<file path="src/rtl/wb_sram_bist_master.sv">
// Wishbone classic initiator that runs a write/read-back test over an SRAM
// responder. A start pulse writes P(i) = seed + i to A(i) = ADDR_BASE + 4*i for
// every word, reads each word back and compares it against the same pattern,
// then reports pass/fail, a saturating mismatch count and the first failing address.
//
// Ports:
//   wb_clk_i, wb_rst_i      clock, synchronous active-high reset
//   start_i, seed_i         start request (honoured in IDLE/DONE) and pattern seed
//   wbm_*                   Wishbone classic initiator port
//   busy_o, done_o, pass_o  run status; pass_o only meaningful while done_o=1
//   timeout_o               run aborted because the responder stopped acking
//   err_count_o             mismatch count, saturating at 16'hFFFF
//   fail_adr_o              byte address of the first mismatch, 0 if none
module wb_sram_bist_master #(
  parameter logic [31:0] ADDR_BASE = 32'h3000_0000,
  parameter int unsigned WORDS     = 1024,
  parameter int unsigned TIMEOUT   = 255
) (
  input  logic        wb_clk_i,
  input  logic        wb_rst_i,
  input  logic        start_i,
  input  logic [31:0] seed_i,
  output logic        wbm_cyc_o,
  output logic        wbm_stb_o,
  output logic        wbm_we_o,
  output logic [3:0]  wbm_sel_o,
  output logic [31:0] wbm_adr_o,
  output logic [31:0] wbm_dat_o,
  input  logic        wbm_ack_i,
  input  logic [31:0] wbm_dat_i,
  output logic        busy_o,
  output logic        done_o,
  output logic        pass_o,
  output logic        timeout_o,
  output logic [15:0] err_count_o,
  output logic [31:0] fail_adr_o
);

  typedef enum logic [2:0] {StIdle, StWrite, StWgap, StRead, StRgap, StDone} state_e;

  localparam logic [9:0]  LastIdx  = 10'(WORDS - 1);
  // Aborting when the counter is at TIMEOUT-1 and this cycle also stalls makes
  // stb stay high for exactly TIMEOUT unacknowledged cycles.
  localparam logic [15:0] WaitLast = 16'(TIMEOUT - 1);

  state_e      state_q, state_d;
  logic [9:0]  idx_q, idx_d;
  logic [31:0] seed_q, seed_d;
  logic [15:0] wait_q, wait_d;
  logic [15:0] err_q, err_d;
  logic [31:0] fail_q, fail_d;
  logic        timeout_q, timeout_d;
  logic [31:0] adr_q, adr_d;

  logic        xfer;
  logic [31:0] pattern;
  logic [31:0] cur_adr;

  assign xfer    = (state_q == StWrite) || (state_q == StRead);
  assign pattern = seed_q + {22'b0, idx_q};
  assign cur_adr = ADDR_BASE + {20'b0, idx_q, 2'b00};

  always_comb begin
    state_d   = state_q;
    idx_d     = idx_q;
    seed_d    = seed_q;
    wait_d    = wait_q;
    err_d     = err_q;
    fail_d    = fail_q;
    timeout_d = timeout_q;
    // Address output holds the last transfer address between transfers.
    adr_d     = xfer ? cur_adr : adr_q;

    unique case (state_q)
      StIdle, StDone: begin
        if (start_i) begin
          seed_d    = seed_i;
          idx_d     = '0;
          wait_d    = '0;
          err_d     = '0;
          fail_d    = '0;
          timeout_d = 1'b0;
          state_d   = StWrite;
        end
      end
      StWrite: begin
        if (wbm_ack_i) begin
          state_d = StWgap;
        end else if (wait_q == WaitLast) begin
          timeout_d = 1'b1;
          state_d   = StDone;
        end else begin
          wait_d = wait_q + 16'd1;
        end
      end
      StWgap: begin
        wait_d = '0;
        if (idx_q == LastIdx) begin
          idx_d   = '0;
          state_d = StRead;
        end else begin
          idx_d   = idx_q + 10'd1;
          state_d = StWrite;
        end
      end
      StRead: begin
        if (wbm_ack_i) begin
          if (wbm_dat_i != pattern) begin
            if (err_q != 16'hFFFF) err_d = err_q + 16'd1;
            // err_q saturates and never returns to 0, so this only fires once.
            if (err_q == 16'd0) fail_d = cur_adr;
          end
          state_d = StRgap;
        end else if (wait_q == WaitLast) begin
          timeout_d = 1'b1;
          state_d   = StDone;
        end else begin
          wait_d = wait_q + 16'd1;
        end
      end
      StRgap: begin
        wait_d = '0;
        if (idx_q == LastIdx) begin
          state_d = StDone;
        end else begin
          idx_d   = idx_q + 10'd1;
          state_d = StRead;
        end
      end
      default: state_d = StIdle;
    endcase
  end

  always_ff @(posedge wb_clk_i) begin
    if (wb_rst_i) begin
      state_q   <= StIdle;
      idx_q     <= '0;
      seed_q    <= '0;
      wait_q    <= '0;
      err_q     <= '0;
      fail_q    <= '0;
      timeout_q <= 1'b0;
      adr_q     <= '0;
    end else begin
      state_q   <= state_d;
      idx_q     <= idx_d;
      seed_q    <= seed_d;
      wait_q    <= wait_d;
      err_q     <= err_d;
      fail_q    <= fail_d;
      timeout_q <= timeout_d;
      adr_q     <= adr_d;
    end
  end

  // Bus and status outputs decode directly from registered state, so a reset
  // edge drops cyc/stb immediately.
  assign wbm_cyc_o   = xfer;
  assign wbm_stb_o   = xfer;
  assign wbm_we_o    = (state_q == StWrite);
  assign wbm_sel_o   = 4'hF;
  assign wbm_adr_o   = xfer ? cur_adr : adr_q;
  assign wbm_dat_o   = (state_q == StWrite) ? pattern : 32'd0;
  assign busy_o      = (state_q == StWrite) || (state_q == StWgap) ||
                       (state_q == StRead)  || (state_q == StRgap);
  assign done_o      = (state_q == StDone);
  assign pass_o      = done_o && (err_q == 16'd0) && !timeout_q;
  assign timeout_o   = timeout_q;
  assign err_count_o = err_q;
  assign fail_adr_o  = fail_q;

endmodule

</file>
<file path="config.mk">
export PLATFORM = sky130hd
export DESIGN_NAME = wb_sram_bist_master
export DESIGN_NICKNAME = d
export VERILOG_FILES = /design/src/rtl/wb_sram_bist_master.sv
export SDC_FILE = /design/constraint.sdc
export NUM_CORES = 1
export LEC_CHECK = 0
export ABC_AREA = 1
export CORE_UTILIZATION = 30
export DETAILED_ROUTE_END_ITERATION = 6
export GPL_ROUTABILITY_DRIVEN = 0
export GPL_TIMING_DRIVEN = 1
export PLACE_DENSITY_LB_ADDON = 0.3
export SLEW_MARGIN = 0
export SYNTH_ARGS = -nofsm -noshare
export SYNTH_HDL_FRONTEND = slang
export SYNTH_SLANG_ARGS = --single-unit
</file>
<file path="constraint.sdc">
create_clock -name wb_clk_i -period 7.74 [get_ports wb_clk_i]
set_input_delay 1.935 -clock wb_clk_i [delete_from_list [all_inputs] [get_ports wb_clk_i]]
set_output_delay 1.935 -clock wb_clk_i [all_outputs]
set_load 0.01 [all_outputs]
</file>
# == Word-level counts from Yosys, hierarchy flattened ==
# Index checks and enable logic that the tools add are counted.
# W data, S select, Z words.
# totals
ff_bits,142
in_bits,68
wordCells,83
# op_classes
addsub,5
eq_ne,18
muxes,30
n_reduce_logical,22
# op_table
cell,n
$mux W32,6
$mux W16,6
$pmux W32 S2,1
$pmux W16 S3,1
$add A16 B1 Y16 const B,2
$add A32 B10 Y32,1
$ne A32 B32 Y1,1
$pmux W16 S2,1
$add A30 B12 Y31 const A,1
$mux W10,3
$pmux W10 S3,1
$eq A16 B8 Y1 const B,1
$logic_not A16 Y1,1
$ne A16 B16 Y1 const B,1
$mux W3,5
$pmux W3 S5,1
$add A10 B1 Y10 const B,1
$eq A10 B10 Y1 const B,1
$ne A2 B2 Y1 const B,5
$reduce_and A5 Y1,2
$ne A2 B1 Y1 const B,4
$reduce_and A4 Y1,2
$eq A3 B2 Y1 const B,2
$eq A3 B3 Y1 const B,2
13 further kinds,23

# == Depth between registers and ports, before layout ==
# logic_depth
word_depth,5
ltp_mapped,22
depth_no_buf,22

# == Least setup slack after synthesis ==
# No wires, ideal clock.
# synth_timing
path_type,reg-to-output
start,register idx_q[0]
end,output port wbm_dat_o[24]
arrival_ps,1982
setup_slack_ps,3823
stages_incl_launch_ff,13
cell_sequence,dfxtp_1 > ha_1 > inv_1 > fa_1 > inv_1 > nand3_1 > nand2_1 > nand3_1 > nand3_2 > nand3_1 > nand2_1 > o21ai_1 > nor2_1
# synth_via
elab_chain_len,2
# synth_lines
item,line,rtl
from (decl),47,"logic [9:0] idx_q, idx_d;"
from (signal assigned),146,idx_q <= idx_d;
$add A32 B10 Y32,60,"assign pattern = seed_q + {22'b0, idx_q};"
$mux W32,163,assign wbm_dat_o = (state_q == StWrite) ? pattern : 32'd0;
to (decl),28,"output logic [31:0] wbm_dat_o,"
# Every way passes these cells.

# == Worst setup path after layout ==
# layout_timing
start,register idx_q[0]
end,output port wbm_dat_o[12]
# The elaborated chain is that of the path after synthesis.

==> key figures <==
Floorplanning
  • Die Y-Extent: 163 um
  • Standard-cell rows: between 50 and 60
  • IO Count: 191
  • Core Box Area: around 25000 um^2
  • Die X: 163 um
  • Starting density of the core: 30.7%
  • Die area: between 20000 and 30000 um^2

Synth
  • Syn avg cell area: 6.15 um^2
  • Ys flop type: dfxtp_1
  • Synthesis-stage register bit count: 121
  • Synth warn: 0
  • Post-synth top area share: 31.2%
  • Most common cell in the netlist: nand2_1
  • Syn Inst Count: 1264
  • Post-synth EDFFs: 0
  • Most frequent cells after synthesis: 319 x nand2_1, 162 x inv_1, 158 x nor2_1
  • Yosys cell types: 50
  • Synth Cell Area: 7770 um^2
  • Post-synthesis sequential area ratio: 31.2%
  • Async S/R FF share, synth: 0%
  • Synth area leaders: dfxtp_1 31%, nand2_1 15%, inv_1 7.8%
  • Area leader, netlist: dfxtp_1

Setup path
  • Req. time, crit path: between 5 and 6 ns
  • Worst setup SP type: flop
  • Worst setup EP type: output port
  • Max FO, Critical Path: 8
  • WS Path Type: reg2out
  • Worst Path Arrival: 3.33 ns

Route
  • Antenna viol nets, final: 0
  • Routed WL: 24.0 mm
  • DRC Markers: 0
  • Via count: slightly above 8k
  • Wire per inst: 13.7 um
  • Iter 0 DRT Violations: 578
  • Initial DRT Pass Iterations: 5
  • Via density: 4.71

GRT
  • Initial antenna violation count: 1
  • First-pass GRT wire length: 38.6 mm
  • GRT Overall Usage: roughly 18%
  • Vias in the first global route: 7653
  • GRT overflow: 0
  • Pin count of the biggest net entering global routing: 65

Power
  • Max VDD drop: 0.142 mV
  • Power Density: 181 nW/um^2
  • Leakage power: around 4.4 nW

Clock tree
  • Post-CTS Hold Fix Bufs: 0
  • Reg clk slew, reported paths: 0.05 ns
  • Clk_lat worst skew: 0.42 ns
  • CTS Buffer Depth: 2
  • Num Clock Sinks: 121
  • Clock Tree Root: clkbuf_16
  • CTS tree: built
  • H-tree Lvls: 4
  • Post-CTS Setup Inserts: 0
  • Num CTS Buffers: 17
  • Post-CTS Resized: 0

Finish
  • Finished Cell Area: 10200 um^2
  • Nets: 1492
  • Area Overhead vs Synth: 31.0%
  • Final non-filler cell total: roughly 1.8k
  • Filler cells: 2713
  • Layout cell share with drive strength beyond 1: 4.23%

Worst hold path
  • Hold Crit Class: reg2reg

Run
  • Max Cap Viol: 0

STA
  • Final setup margin: ~2.5 ns
  • Post-route clock period utilization: about two thirds
  • Hold Fails Final Rpt: 0
  • Final setup viols: 0
  • Slew @ Worst Pin: 1.08 ns
  • Fmax: approximately 190 MHz
  • Slew Limit Fails: 0
  • TNS Setup: 0 ns
  • Minimum clock period: 5.26 ns
  • Clock Skew: between 0.015 and 0.02 ns
  • Max transition margin: 27.8%
  • RSZ-0062 raised after global routing: false

Status
  • Status: finished clean

Placement
  • Placed Cells: between 1.5k and 2k
  • Dpl cell area: approximately 9600 um^2
  • Post-DP HPWL: around 18 mm
  • Dpl ws: approximately 2.4 ns
  • Port bufs: ~170
-- report_power, final --
part / internal [mW] / total, mW / switching (mW)
clock network: 0.519 / 0.804 / 0.285
logic: 0.148 / 0.339 / 0.190
registers: 0.659 / 0.696 / 0.0374
-- metal layers --
layer  global-route usage, %  routed length (um)
met1                    23.4               10800
met2                    29.5               10900
met3                    5.37                1710
met4                    6.80                 586
met5                       0                   0
-- area by class of cell --
cell class / instances / area (um^2) / share of cell area [%]
clock inverters: 7 / 119 / 1.17
repair buffers: 170 / 1690 / 16.6
diodes: 2 / 5.00 / 0.0492
well taps: 330 / 413 / 4.06
inverters: 173 / 649 / 6.38
multi-input cells: 925 / 4410 / 43.4
flip-flops and latches: 121 / 2420 / 23.8
clock buffers: 23 / 468 / 4.60
-- logic make-up (layout without fill, tap and decap cells) --
group,count (synthesis),after routing,synth area share (%)
buffers and inverters,240,373,13.2
AO/OA/AOI/OAI,168,168,11.7
AND/OR/NAND/NOR,706,706,39.8
other,2,26,0.0966
flip-flops,121,121,31.2
adder cells (fa/ha/maj),16,16,2.67
XOR/XNOR,11,11,1.42
-- worst max-delay path, stage by stage, from the launching register on --
cell	delay, ns
dfxtp_1	0.50
ha_1	0.26
inv_1	0.06
fa_1	0.37
inv_1	0.15
nand3_1	0.12
nand2_1	0.15
nand3_1	0.15
nand3_2	0.19
nand2_1	0.10
a21oi_1	0.25
clkdlybuf4s50_1	0.61
-- final timing paths --
path                    startpoint                     endpoint  slack, ns  cells after the start
min           adr_q[20]$_SDFF_PP0_         adr_q[20]$_SDFF_PP0_       0.44                      2
max          idx_q[0]$_SDFFE_PP0P_                wbm_dat_o[12]       2.48                     11
min reg2reg   adr_q[20]$_SDFF_PP0_         adr_q[20]$_SDFF_PP0_       0.44                      2
max reg2reg  idx_q[0]$_SDFFE_PP0P_  err_count_o[6]$_SDFFE_PP0P_       3.78                     20
-- per-stage QoR --
stage | hold WS [ns] | power [mW] | utilization (%)
global placement | 0.431 | 1.05 | 37.9
global route | 0.454 | 1.93 | 40.2
finish | 0.444 | 1.84 | 40.2
floorplan | 0.425 | 0.912 | -
CTS | 0.446 | 1.86 | 40.2
detailed placement | 0.437 | 1.05 | 37.9
-- cell usage in the layout (no fill, tap or decap), types with 3 or more instances in the layout --
| cell | n |
|---|---|
| xnor2_1 | 4 |
| clkbuf_16 | 17 |
| nand3_2 | 3 |
| bufinv_16 | 3 |
| nor4_1 | 4 |
| nor3b_1 | 7 |
| inv_1 | 162 |
| nor3_1 | 52 |
| o21ai_0 | 43 |
| nor2_1 | 157 |
| clkdlybuf4s50_1 | 166 |
| nand3b_1 | 12 |
| xor2_1 | 6 |
| nand2_2 | 5 |
| ha_1 | 15 |
| conb_1 | 24 |
| or2_2 | 3 |
| a21oi_1 | 98 |
| nand4_1 | 19 |
| a211oi_1 | 4 |
| o21ai_1 | 4 |
| nand2_1 | 319 |
| dfxtp_1 | 121 |
| nand3_1 | 115 |
| clkbuf_1 | 4 |
| inv_2 | 9 |
| buf_4 | 4 |
-- registers in the layout (all words and copies together), names as in the netlist --
name,flops
err_count_o,16
idx_q,10
timeout_o,1
fail_adr_o,11
wait_q,16
state_q,3
adr_q,32
seed_q,32
(Power assumes the default switching activity.)
